File: src/rtl/cmd_scheduler_pkg.sv
// Shared types and command encodings for the DDR4 command scheduler.
// Refresh states are only reachable when CMD_SCHEDULER_REFRESH_EN is defined.
package cmd_scheduler_pkg;

    typedef enum logic [3:0] {
        IDLE,
        PRE,
        WAIT_RP,
        ACT,
        WAIT_RCD,
        RDWR,
        GAP,
        PREA,
        REF,
        WAIT_RFC
    } state_t;

    // {ras_n, cas_n, we_n} carried on A16..A14
    localparam logic [2:0] CMD_PRE = 3'b010;
    localparam logic [2:0] CMD_RD  = 3'b101;
    localparam logic [2:0] CMD_WR  = 3'b100;
    localparam logic [2:0] CMD_REF = 3'b001;

    function automatic int max_int(input int a, input int b);
        return (a > b) ? a : b;
    endfunction

endpackage

File: src/rtl/bank_row_table.sv
// Open-page tracking: one open bit and one row register per (bank group, bank).
// Exposes any_open only when CMD_SCHEDULER_REFRESH_EN is defined.
module bank_row_table #(
    parameter int BGWIDTH   = 2,
    parameter int BAWIDTH   = 2,
    parameter int ADDRWIDTH = 17
) (
    input  logic                 clk,
    input  logic                 reset,
    input  logic [BGWIDTH-1:0]   lookup_bg,
    input  logic [BAWIDTH-1:0]   lookup_ba,
    input  logic [ADDRWIDTH-1:0] lookup_row,
    output logic                 lookup_hit,
    output logic                 lookup_open,
    output logic [ADDRWIDTH-1:0] lookup_open_row,
    input  logic [BGWIDTH-1:0]   upd_bg,
    input  logic [BAWIDTH-1:0]   upd_ba,
    input  logic [ADDRWIDTH-1:0] upd_row,
    input  logic                 set_en,
    input  logic                 clear_en,
    input  logic                 clear_all
`ifdef CMD_SCHEDULER_REFRESH_EN
    ,
    output logic                 any_open
`endif
);

    localparam int IW = BGWIDTH + BAWIDTH;
    localparam int NB = 1 << IW;

    logic [NB-1:0]        open_reg;
    logic [ADDRWIDTH-1:0] row_mem [NB];
    logic [IW-1:0]        lookup_idx;
    logic [IW-1:0]        upd_idx;

    assign lookup_idx = {lookup_bg, lookup_ba};
    assign upd_idx    = {upd_bg, upd_ba};

    generate
        for (genvar gi = 0; gi < NB; gi++) begin : g_bank
            always_ff @(posedge clk or posedge reset) begin
                if (reset) begin
                    open_reg[gi] <= 1'b0;
                end else if (clear_all) begin
                    open_reg[gi] <= 1'b0;
                end else if (upd_idx == IW'(gi)) begin
                    if (set_en) begin
                        open_reg[gi] <= 1'b1;
                    end else if (clear_en) begin
                        open_reg[gi] <= 1'b0;
                    end
                end
            end

            // Row contents only matter while the open bit is set, so no reset.
            always_ff @(posedge clk) begin
                if (set_en && (upd_idx == IW'(gi))) begin
                    row_mem[gi] <= upd_row;
                end
            end
        end
    endgenerate

    assign lookup_open     = open_reg[lookup_idx];
    assign lookup_open_row = row_mem[lookup_idx];
    assign lookup_hit      = lookup_open && (lookup_open_row == lookup_row);

`ifdef CMD_SCHEDULER_REFRESH_EN
    assign any_open = |open_reg;
`endif

endmodule

File: src/rtl/cmd_scheduler.sv
// Single-requester DDR4 command scheduler with open-page policy and MEMSync stall.
// Define CMD_SCHEDULER_REFRESH_EN to add periodic PREA/REF refresh sequencing.
module cmd_scheduler
    import cmd_scheduler_pkg::*;
#(
    parameter int BGWIDTH   = 2,
    parameter int BAWIDTH   = 2,
    parameter int ADDRWIDTH = 17,
    parameter int COLWIDTH  = 10,
    parameter int TRP       = 4,
    parameter int TRCD      = 4,
    parameter int TCCD      = 4,
    parameter int TREFI     = 3120,
    parameter int TRFC      = 88
) (
    input  logic                 clk,
    input  logic                 reset,
    input  logic                 req_valid,
    output logic                 req_ready,
    input  logic                 req_wr,
    input  logic [BGWIDTH-1:0]   req_bg,
    input  logic [BAWIDTH-1:0]   req_ba,
    input  logic [ADDRWIDTH-1:0] req_row,
    input  logic [COLWIDTH-1:0]  req_col,
    input  logic                 stall,
    output logic                 cke,
    output logic                 cs_n,
    output logic                 act_n,
    output logic [ADDRWIDTH-1:0] A,
    output logic [BGWIDTH-1:0]   bg,
    output logic [BAWIDTH-1:0]   ba,
    output logic                 rdwr_issued,
    output logic                 rdwr_is_wr
);

    localparam int MAX_BASE = max_int(max_int(TRP, TRCD), TCCD);
`ifdef CMD_SCHEDULER_REFRESH_EN
    localparam int MAX_T = max_int(MAX_BASE, TRFC);
`else
    localparam int MAX_T = MAX_BASE;
`endif
    localparam int CW = $clog2(MAX_T) + 1;

    state_t               state_reg;
    logic [CW-1:0]        cnt_reg;
    logic                 cke_reg;
    logic                 wr_reg;
    logic [BGWIDTH-1:0]   bg_reg;
    logic [BAWIDTH-1:0]   ba_reg;
    logic [ADDRWIDTH-1:0] row_reg;
    logic [COLWIDTH-1:0]  col_reg;

    logic                 lookup_hit;
    logic                 lookup_open;
    logic [ADDRWIDTH-1:0] lookup_open_row;
    logic                 set_en;
    logic                 clear_en;
    logic                 clear_all;
    logic                 refresh_pending;
    logic                 accept;

`ifdef CMD_SCHEDULER_REFRESH_EN
    logic                     any_open;
    logic                     refresh_pending_reg;
    logic                     ref_active_reg;
    logic [$clog2(TREFI)-1:0] ref_cnt_reg;
    assign refresh_pending = refresh_pending_reg;
    assign clear_all       = (state_reg == PREA) && !stall;
`else
    assign refresh_pending = 1'b0;
    assign clear_all       = 1'b0;
`endif

    assign req_ready = (state_reg == IDLE) && !stall && cke_reg && !refresh_pending;
    assign accept    = req_valid && req_ready;
    assign set_en    = (state_reg == ACT) && !stall;
    assign clear_en  = (state_reg == PRE) && !stall;
    assign cke       = cke_reg;

    bank_row_table #(
        .BGWIDTH   (BGWIDTH),
        .BAWIDTH   (BAWIDTH),
        .ADDRWIDTH (ADDRWIDTH)
    ) u_bank_row_table (
        .clk             (clk),
        .reset           (reset),
        .lookup_bg       (req_bg),
        .lookup_ba       (req_ba),
        .lookup_row      (req_row),
        .lookup_hit      (lookup_hit),
        .lookup_open     (lookup_open),
        .lookup_open_row (lookup_open_row),
        .upd_bg          (bg_reg),
        .upd_ba          (ba_reg),
        .upd_row         (row_reg),
        .set_en          (set_en),
        .clear_en        (clear_en),
        .clear_all       (clear_all)
`ifdef CMD_SCHEDULER_REFRESH_EN
        ,
        .any_open        (any_open)
`endif
    );

    always_ff @(posedge clk or posedge reset) begin
        if (reset) begin
            state_reg <= IDLE;
            cnt_reg   <= '0;
            cke_reg   <= 1'b0;
            wr_reg    <= 1'b0;
            bg_reg    <= '0;
            ba_reg    <= '0;
            row_reg   <= '0;
            col_reg   <= '0;
`ifdef CMD_SCHEDULER_REFRESH_EN
            refresh_pending_reg <= 1'b0;
            ref_active_reg      <= 1'b0;
            ref_cnt_reg         <= '0;
`endif
        end else begin
            cke_reg <= 1'b1;
`ifdef CMD_SCHEDULER_REFRESH_EN
            // Interval counter ignores stall; a wrap mid-refresh is dropped.
            if (ref_cnt_reg == ($clog2(TREFI))'(TREFI - 1)) begin
                ref_cnt_reg <= '0;
                if (!ref_active_reg) begin
                    refresh_pending_reg <= 1'b1;
                end
            end else begin
                ref_cnt_reg <= ref_cnt_reg + 1'b1;
            end
`endif
            if (!stall) begin
                case (state_reg)
                    IDLE: begin
`ifdef CMD_SCHEDULER_REFRESH_EN
                        if (refresh_pending_reg) begin
                            ref_active_reg <= 1'b1;
                            state_reg      <= any_open ? PREA : REF;
                        end else if (accept) begin
`else
                        if (accept) begin
`endif
                            wr_reg  <= req_wr;
                            bg_reg  <= req_bg;
                            ba_reg  <= req_ba;
                            row_reg <= req_row;
                            col_reg <= req_col;
                            if (lookup_open && (lookup_open_row != req_row)) begin
                                state_reg <= PRE;
                            end else if (lookup_hit) begin
                                state_reg <= RDWR;
                            end else begin
                                state_reg <= ACT;
                            end
                        end
                    end
                    PRE: begin
                        cnt_reg   <= CW'(TRP - 2);
                        state_reg <= WAIT_RP;
                    end
                    WAIT_RP: begin
                        if (cnt_reg == '0) begin
`ifdef CMD_SCHEDULER_REFRESH_EN
                            state_reg <= ref_active_reg ? REF : ACT;
`else
                            state_reg <= ACT;
`endif
                        end else begin
                            cnt_reg <= cnt_reg - 1'b1;
                        end
                    end
                    ACT: begin
                        cnt_reg   <= CW'(TRCD - 2);
                        state_reg <= WAIT_RCD;
                    end
                    WAIT_RCD: begin
                        if (cnt_reg == '0) begin
                            state_reg <= RDWR;
                        end else begin
                            cnt_reg <= cnt_reg - 1'b1;
                        end
                    end
                    RDWR: begin
                        if (TCCD > 2) begin
                            cnt_reg   <= CW'((TCCD > 2) ? (TCCD - 3) : 0);
                            state_reg <= GAP;
                        end else begin
                            state_reg <= IDLE;
                        end
                    end
                    GAP: begin
                        if (cnt_reg == '0) begin
                            state_reg <= IDLE;
                        end else begin
                            cnt_reg <= cnt_reg - 1'b1;
                        end
                    end
`ifdef CMD_SCHEDULER_REFRESH_EN
                    PREA: begin
                        cnt_reg   <= CW'(TRP - 2);
                        state_reg <= WAIT_RP;
                    end
                    REF: begin
                        cnt_reg   <= CW'(TRFC - 2);
                        state_reg <= WAIT_RFC;
                    end
                    WAIT_RFC: begin
                        if (cnt_reg == '0) begin
                            refresh_pending_reg <= 1'b0;
                            ref_active_reg      <= 1'b0;
                            state_reg           <= IDLE;
                        end else begin
                            cnt_reg <= cnt_reg - 1'b1;
                        end
                    end
`endif
                    default: state_reg <= IDLE;
                endcase
            end
        end
    end

    // Command states drive the bus only in a non-stalled cycle; all else is deselect.
    always_comb begin
        cs_n        = 1'b1;
        act_n       = 1'b1;
        A           = '0;
        bg          = '0;
        ba          = '0;
        rdwr_issued = 1'b0;
        rdwr_is_wr  = 1'b0;
        if (!stall) begin
            case (state_reg)
                ACT: begin
                    cs_n  = 1'b0;
                    act_n = 1'b0;
                    A     = row_reg;
                    bg    = bg_reg;
                    ba    = ba_reg;
                end
                PRE: begin
                    cs_n      = 1'b0;
                    A[16:14]  = CMD_PRE;
                    bg        = bg_reg;
                    ba        = ba_reg;
                end
                RDWR: begin
                    cs_n                 = 1'b0;
                    A[16:14]             = wr_reg ? CMD_WR : CMD_RD;
                    A[COLWIDTH-1:0]      = col_reg;
                    bg                   = bg_reg;
                    ba                   = ba_reg;
                    rdwr_issued          = 1'b1;
                    rdwr_is_wr           = wr_reg;
                end
`ifdef CMD_SCHEDULER_REFRESH_EN
                PREA: begin
                    cs_n     = 1'b0;
                    A[16:14] = CMD_PRE;
                    A[10]    = 1'b1;
                end
                REF: begin
                    cs_n     = 1'b0;
                    A[16:14] = CMD_REF;
                end
`endif
                default: ;
            endcase
        end
    end

endmodule
File: config.mk
export PLATFORM = sky130hd
export DESIGN_NAME = cmd_scheduler
export DESIGN_NICKNAME = d
export VERILOG_FILES = /design/src/rtl/cmd_scheduler_pkg.sv /design/src/rtl/bank_row_table.sv /design/src/rtl/cmd_scheduler.sv
export SDC_FILE = /design/constraint.sdc
export NUM_CORES = 1
export LEC_CHECK = 0
export BUFFER_PORTS_ARGS = -buffer_cell sky130_fd_sc_hd__buf_2
export CORE_ASPECT_RATIO = 0.6
export CORE_MARGIN = 2
export CORE_UTILIZATION = 61
export DETAILED_ROUTE_END_ITERATION = 8
export GPL_ROUTABILITY_DRIVEN = 0
export GPL_TIMING_DRIVEN = 1
export PLACE_DENSITY = 0.79
export SLEW_MARGIN = 15
export SYNTH_ARGS = -nofsm -noshare
export SYNTH_HDL_FRONTEND = slang
export SYNTH_SLANG_ARGS = --single-unit
export TNS_END_PERCENT = 5
File: constraint.sdc
create_clock -name clk -period 3.3 [get_ports clk]
set_clock_uncertainty 0.2 [all_clocks]
set_input_delay 0 -clock clk [delete_from_list [all_inputs] [get_ports clk]]
set_output_delay 0 -clock clk [all_outputs]
set_load 0.02 [all_outputs]
# Word-level counts from Yosys, hierarchy flattened
# Memory sizes are Yosys's and may differ from the RTL's.
# Cells that the tools add are included.
word_totals:
  regBits: 56
  latchBits: 0
  ram_bits: 272
  mem_bits_ro: 0
  input_bits: 36
  output_inout_bits: 27
  memories: 1
mem_list:
  columns: ["memory", "words", "word_bits", "rd", "rd_ports_with_merged_regs", "write_ports", "line_no", "source"]
  rows:
  - ["u_bank_row_table.row_mem", 16, 17, 1, 0, 1, "bank_row_table.sv:32", "logic [ADDRWIDTH-1:0] row_mem [NB];"]
op_classes:
  add_sub_neg: 1
  multipliers: 0
  div_mod_pow: 0
  magnitude_cmp: 1
  n_eq_ne: 28
  n_shift: 0
  muxes: 107
  bitwise: 1
  n_reduce_logical: 66
op_table:
  columns: ["operator", "count"]
  rows:
  - ["17-bit two-way mux", 16]
  - ["17-bit OR reduction", 15]
  - ["4-bit two-way mux", 20]
  - ["1-bit two-way mux", 59]
  - ["4-bit equality test, second input constant", 8]
  - ["2-bit AND reduction", 16]
  - ["4-bit by 3-bit equality test with 1-bit output, second input constant", 7]
  - ["4-bit one-hot mux with 7 select lines", 1]
  - ["1-bit logical AND", 23]
  - ["10-bit one-hot mux with 2 select lines", 1]
  - ["3-bit one-hot mux with 3 select lines", 2]
  - ["17-bit equality test", 1]
  - ["17-bit inequality test", 1]
  - ["4-bit by 2-bit equality test with 1-bit output, second input constant", 4]
  - ["2-bit inequality test, second input constant", 5]
  - ["3-bit two-way mux", 3]
  - ["4-bit by 1-bit equality test with 1-bit output, second input constant", 2]
  - ["4-bit logical NOT", 2]
  - ["2-bit two-way mux", 4]
  - ["3-bit AND reduction", 2]
  - ["3-bit OR reduction", 2]
  - ["4-bit by 5-bit less-than comparator with 1-bit output, second input constant", 1]
  - ["5-bit AND reduction", 1]
  - ["1-bit binary-select mux with 4-bit select", 1]
  - ["other kinds (7)", 7]

# Longest topological paths before layout
logic_depth:
  depth_word: 21
  mapped_depth: 10

# Cells and area by module
# Synthesis repeated with hierarchy kept, for this count alone.
unflattened:
  hier_cells: 889
  hier_area_um2: 14113.5
modules_own_cells:
  columns: ["module", "instances", "cells_per_inst", "area_each_um2", "seq_area_each_um2"]
  rows:
  - ["bank_row_table", 1, 631, 11892.7, 8568.2]
  - ["cmd_scheduler", 1, 258, 2220.9, 975.9]

# Least setup slack after synthesis
# No wires, ideal clock.
synth_path:
  path_type: "reg2reg"
  start: "register state_reg[2]"
  end: "memory u_bank_row_table.row_mem[0][0] (enable)"
  t_arrival_ns: 1.989
  required_ns: 2.710
  slack_ns: 0.720
  stages_incl_launch_ff: 7
  cell_sequence: "dfrtp_1 clkbuf_1 nor2_1 nand2_1 or3_1 clkbuf_1 nor2_1"
synth_between:
  elab_chain_cells: 21
synth_rtl:
  columns: ["item", "line_no", "source"]
  rows:
  - ["start: declaration", "cmd_scheduler.sv:44", "state_t state_reg;"]
  - ["start signal: assignment", "cmd_scheduler.sv:107", "state_reg <= IDLE;"]
  - ["start signal: assignment", "cmd_scheduler.sv:150", "state_reg <= PRE;"]
  - ["start signal: assignment", "cmd_scheduler.sv:152", "state_reg <= RDWR;"]
  - ["4-bit by 2-bit equality test with 1-bit output (*)", "cmd_scheduler.sv:76", "assign set_en = (state_reg == ACT) && !stall;"]
  - ["1-bit logical AND (*)", "cmd_scheduler.sv:76", null]
  - ["1-bit logical AND", "bank_row_table.sv:57", "if (set_en && (upd_idx == IW'(gi))) begin"]
  - ["1-bit two-way mux", "bank_row_table.sv:57", null]
  - ["1-bit two-way mux (implied by the code)", "bank_row_table.sv:58", "row_mem[gi] <= upd_row;"]
  - ["17-bit OR reduction (no source line)", null, null]
  - ["4-bit two-way mux (no source line) or 1-bit two-way mux (tied branches) (15 in series)", null, null]
  - ["end: declaration", "bank_row_table.sv:32", null]
# Every way passes the cells marked *; elsewhere a longest branch is shown, timed or not.

# Final worst setup path
layout_path:
  start: "register state_reg[2]"
  end: "output A[6]"
layout_between:
  elab_chain_cells: 3
layout_rtl:
  columns: ["item", "line_no", "source"]
  rows:
  - ["4-bit by 3-bit equality test with 1-bit output or 4-bit by 2-bit equality test with 1-bit output (tied branches)", "cmd_scheduler.sv:234", "case (state_reg)"]
  - ["10-bit one-hot mux with 2 select lines (*)", "cmd_scheduler.sv:234", null]
  - ["17-bit two-way mux (*)", "cmd_scheduler.sv:233", "if (!stall) begin"]
  - ["end: declaration", "cmd_scheduler.sv:29", "output logic [ADDRWIDTH-1:0] A,"]
# Marked as above.

==> impl_metrics.json <==
{
  "internal_power_mw": 7.68,
  "switching_share_pct": 26.8,
  "antennaDiodeCount": 0,
  "rsz0062_at_grt": "no",
  "finalHoldViolCount": 0,
  "cap_violations": 0,
  "cts_made_buffers": 28,
  "seq_power_share_pct": 56.2,
  "wl_um": 31000,
  "ff2ff_path_depth": 6,
  "yosys.area.top_type": "edfxtp_1",
  "clock_sink_count": 327,
  "vias": 7368,
  "p_per_area_mw_per_mm2": 686,
  "synth_edf_count": 272,
  "synth.top_cell.area_share_pct": 61.6,
  "peakVddDrop_v": 0.000493,
  "clkPwrFrac_pct": 31.4,
  "firstDrtPassIters": 7,
  "setup_viol": 0,
  "critPathMaxStageDelay_ns": 0.74,
  "critPathKind": "flip-flop to output pin",
  "die_h_um": 118,
  "r2r_slack_ns": 0.56,
  "drive_above_1_share_pct": 31.0,
  "setup_tns_ns": 0,
  "cp_max_fo": 10,
  "slowest_stage": "and3_1",
  "syn2layout_area_growth_pct": 15.3,
  "slew_headroom_pct": 42.8,
  "clk-insertion-delay-late_ns": 0.54,
  "timing.rr.end": "state_reg[2]",
  "endpoint_kind": "output pin",
  "clock.fmax_mhz": 363,
  "wl_per_cell_um": 27.6,
  "yosysSeqAreaShare_pct": 72.0,
  "cp_num_buf_inv": 2,
  "nets": 859,
  "cp_top_family": "simple AND/OR/NAND/NOR gates",
  "ant_nets": 0,
  "fin_crit_sh_pct": 83.6,
  "hold_class": "input port to flip-flop",
  "cts_root_buffer": "clkbuf_16",
  "worstSetupStartpoint": "state_reg[2]",
  "io_buffers": 62,
  "core_sq_mm": 0.0212,
  "final_cell_mix": "272 x edfxtp_1, 76 x mux4_2, 61 x buf_2",
  "crit_end": "A[6]",
  "status": "finished clean",
  "ys_warn_count": 0,
  "dieArea_sq_mm": 0.0230,
  "fill_cells": 1230,
  "antenna_found_initial": 0,
  "route.detailed.drc": 0,
  "die_x_um": 194,
  "hold-worst-slack_ns": 0.0266,
  "overflow": 0,
  "dp_hpwl_um": 18100,
  "drv_slew": 0,
  "worstPathArrival_ns": 2.56,
  "syn_avg_cell_area_sq_um": 18.8,
  "crit_path_start_kind": "flip-flop",
  "drtIter0Drc": 1048,
  "rows": 41,
  "crit_cells": 5,
  "initial_utilization_pct": 62.6,
  "clk_pin_slew_ns": 0.07,
  "r2r_start": "u_bank_row_table.row_mem[6][5]",
  "period_minus_slack_ns": 2.76,
  "grt_pass1_vias": 7314,
  "grt_max_degree": 38,
  "synth-seq-cells": 327,
  "largest_register_ffs": 272,
  "vias_per_cell": 6.57,
  "p_leak_nw": 5.40,
  "post-cts-setup-buffer-count": 0,
  "synth-main-ff-cell": "edfxtp_1",
  "syn_inst": 706,
  "htree_levels": 1,
  "critPathRequiredTime_ns": 3.10,
  "combPwrFrac_pct": 12.5,
  "syn_area_sq_mm": 0.0133,
  "grt.total_usage_pct": 27.8,
  "cts_tree": "built",
  "worstMarginPinSlew_ns": 0.858,
  "yosys-top-cells-area": "edfxtp_1 62%, mux4_2 13%, dfrtp_1 10%",
  "io_pins": 63,
  "grt_pass1_wl_um": 46700,
  "power_switching_mw": 2.81,
  "final_common_cell": "edfxtp_1",
  "path_cells": "nor2_1, and3_1, buf_4, a22o_1, buf_2",
  "ys_async_sr_fraction_pct": 16.8,
  "clk_path_buf_depth": 3,
  "syn_nets": 744,
  "yosysUniqueCellTypes": 46
}
metrics by stage:
stage	setup WS (ns)	cell area, sq um	utilization [%]	total power [mW]	cells
floorplan	0.720	13300	-	6.65	706
global placement	0.366	14000	66.3	7.07	1037
detailed placement	0.374	14000	66.3	7.21	1037
CTS	0.580	15300	72.2	10.5	1122
global route	0.440	15300	72.2	10.9	1122
finish	0.542	15300	72.2	10.5	1122
per-layer routing:
layer / global-route usage, % / part of all wire (%)
met1: 42.6 / 40
met2: 42.0 / 47
met3: 5.65 / 11
met4: 6.83 / 2.0
met5: 0 / 0
worst min-delay path by stage:
stage                          start         end  slack, ns  cells after the start
after global routing       req_bg[1]   bg_reg[1]       0.03                      2
after global placement         reset  row_reg[1]      -0.02                      2
after floorplan           req_col[0]  col_reg[0]      -0.05                      1
after CTS                     req_wr      wr_reg      0.003                      3
after detailed placement       reset  row_reg[1]     -0.005                      2
final                      req_ba[0]   ba_reg[0]       0.03                      3
kinds of logic after synthesis:
group,after synthesis,share of synthesized area (%)
AOI/OAI and AO/OA,87,3.94
other,1,0.0283
buffers and inverters,52,1.92
and+or+nand+nor,83,3.06
adders and majority gates,2,0.189
DFF,327,72.0
muxes,133,17.5
xor gates and xnor gates,21,1.39
worst register-to-register path: cells and delay by family, from the launching register on:
| family | cells | cell delay [ns] |
|---|---|---|
| xor gates and xnor gates | 1 | 0.28 |
| muxes | 2 | 0.97 |
| AOI/OAI and AO/OA | 2 | 0.30 |
| and+or+nand+nor | 1 | 0.50 |
| DFF | 1 | 0.41 |
power groups by stage:
| stage | logic [mW] | clock network, mW | registers (mW) |
|---|---|---|---|
| floorplan | 0.948 | 0 | 5.70 |
| global placement | 1.19 | 0 | 5.88 |
| detailed placement | 1.25 | 0 | 5.96 |
| CTS | 1.29 | 3.32 | 5.87 |
| global route | 1.40 | 3.49 | 5.98 |
| finish | 1.31 | 3.29 | 5.90 |
what timing repair did:
| item | 4_1_cts | 5_1_grt |
|---|---|---|
| hold buffers | 33 | 0 |
| resized for setup | 0 | 0 |
| endpoints found under the hold margin | 68 | 0 |
| setup endpoints to repair | 0 | 0 |
final cells by class:
type                            count  area, sq um  share of cell area (%)
Clock buffer                       34          754                    4.93
Clock inverter                     18          164                    1.07
Sequential cell                   327         9540                    62.4
Multi-Input combinational cell    327         3500                    22.9
Tap cell                          279          349                    2.28
Timing Repair Buffer              126          938                    6.14
Inverter                           11         41.3                   0.270
cells in the mapped netlist, types with 2 or more instances:
library cell	count
edfxtp_1	272
mux4_2	76
dfrtp_1	55
o21ai_0	49
nor2_1	32
mux2_2	31
mux2i_1	26
clkbuf_1	21
xnor2_1	17
nand2_1	15
inv_1	11
a21oi_1	10
a22o_1	10
and2_1	9
buf_2	8
buf_1	5
nand3_1	5
buf_6	4
nand2b_1	4
nand3b_1	4
xor2_1	4
a211oi_1	3
a31oi_1	3
or4_1	3
and3_1	2
buf_4	2
ha_1	2
nor2b_1	2
nor3_1	2
o2111ai_1	2
o22ai_1	2
No activity file was read; power rests on OpenSTA's default activity.
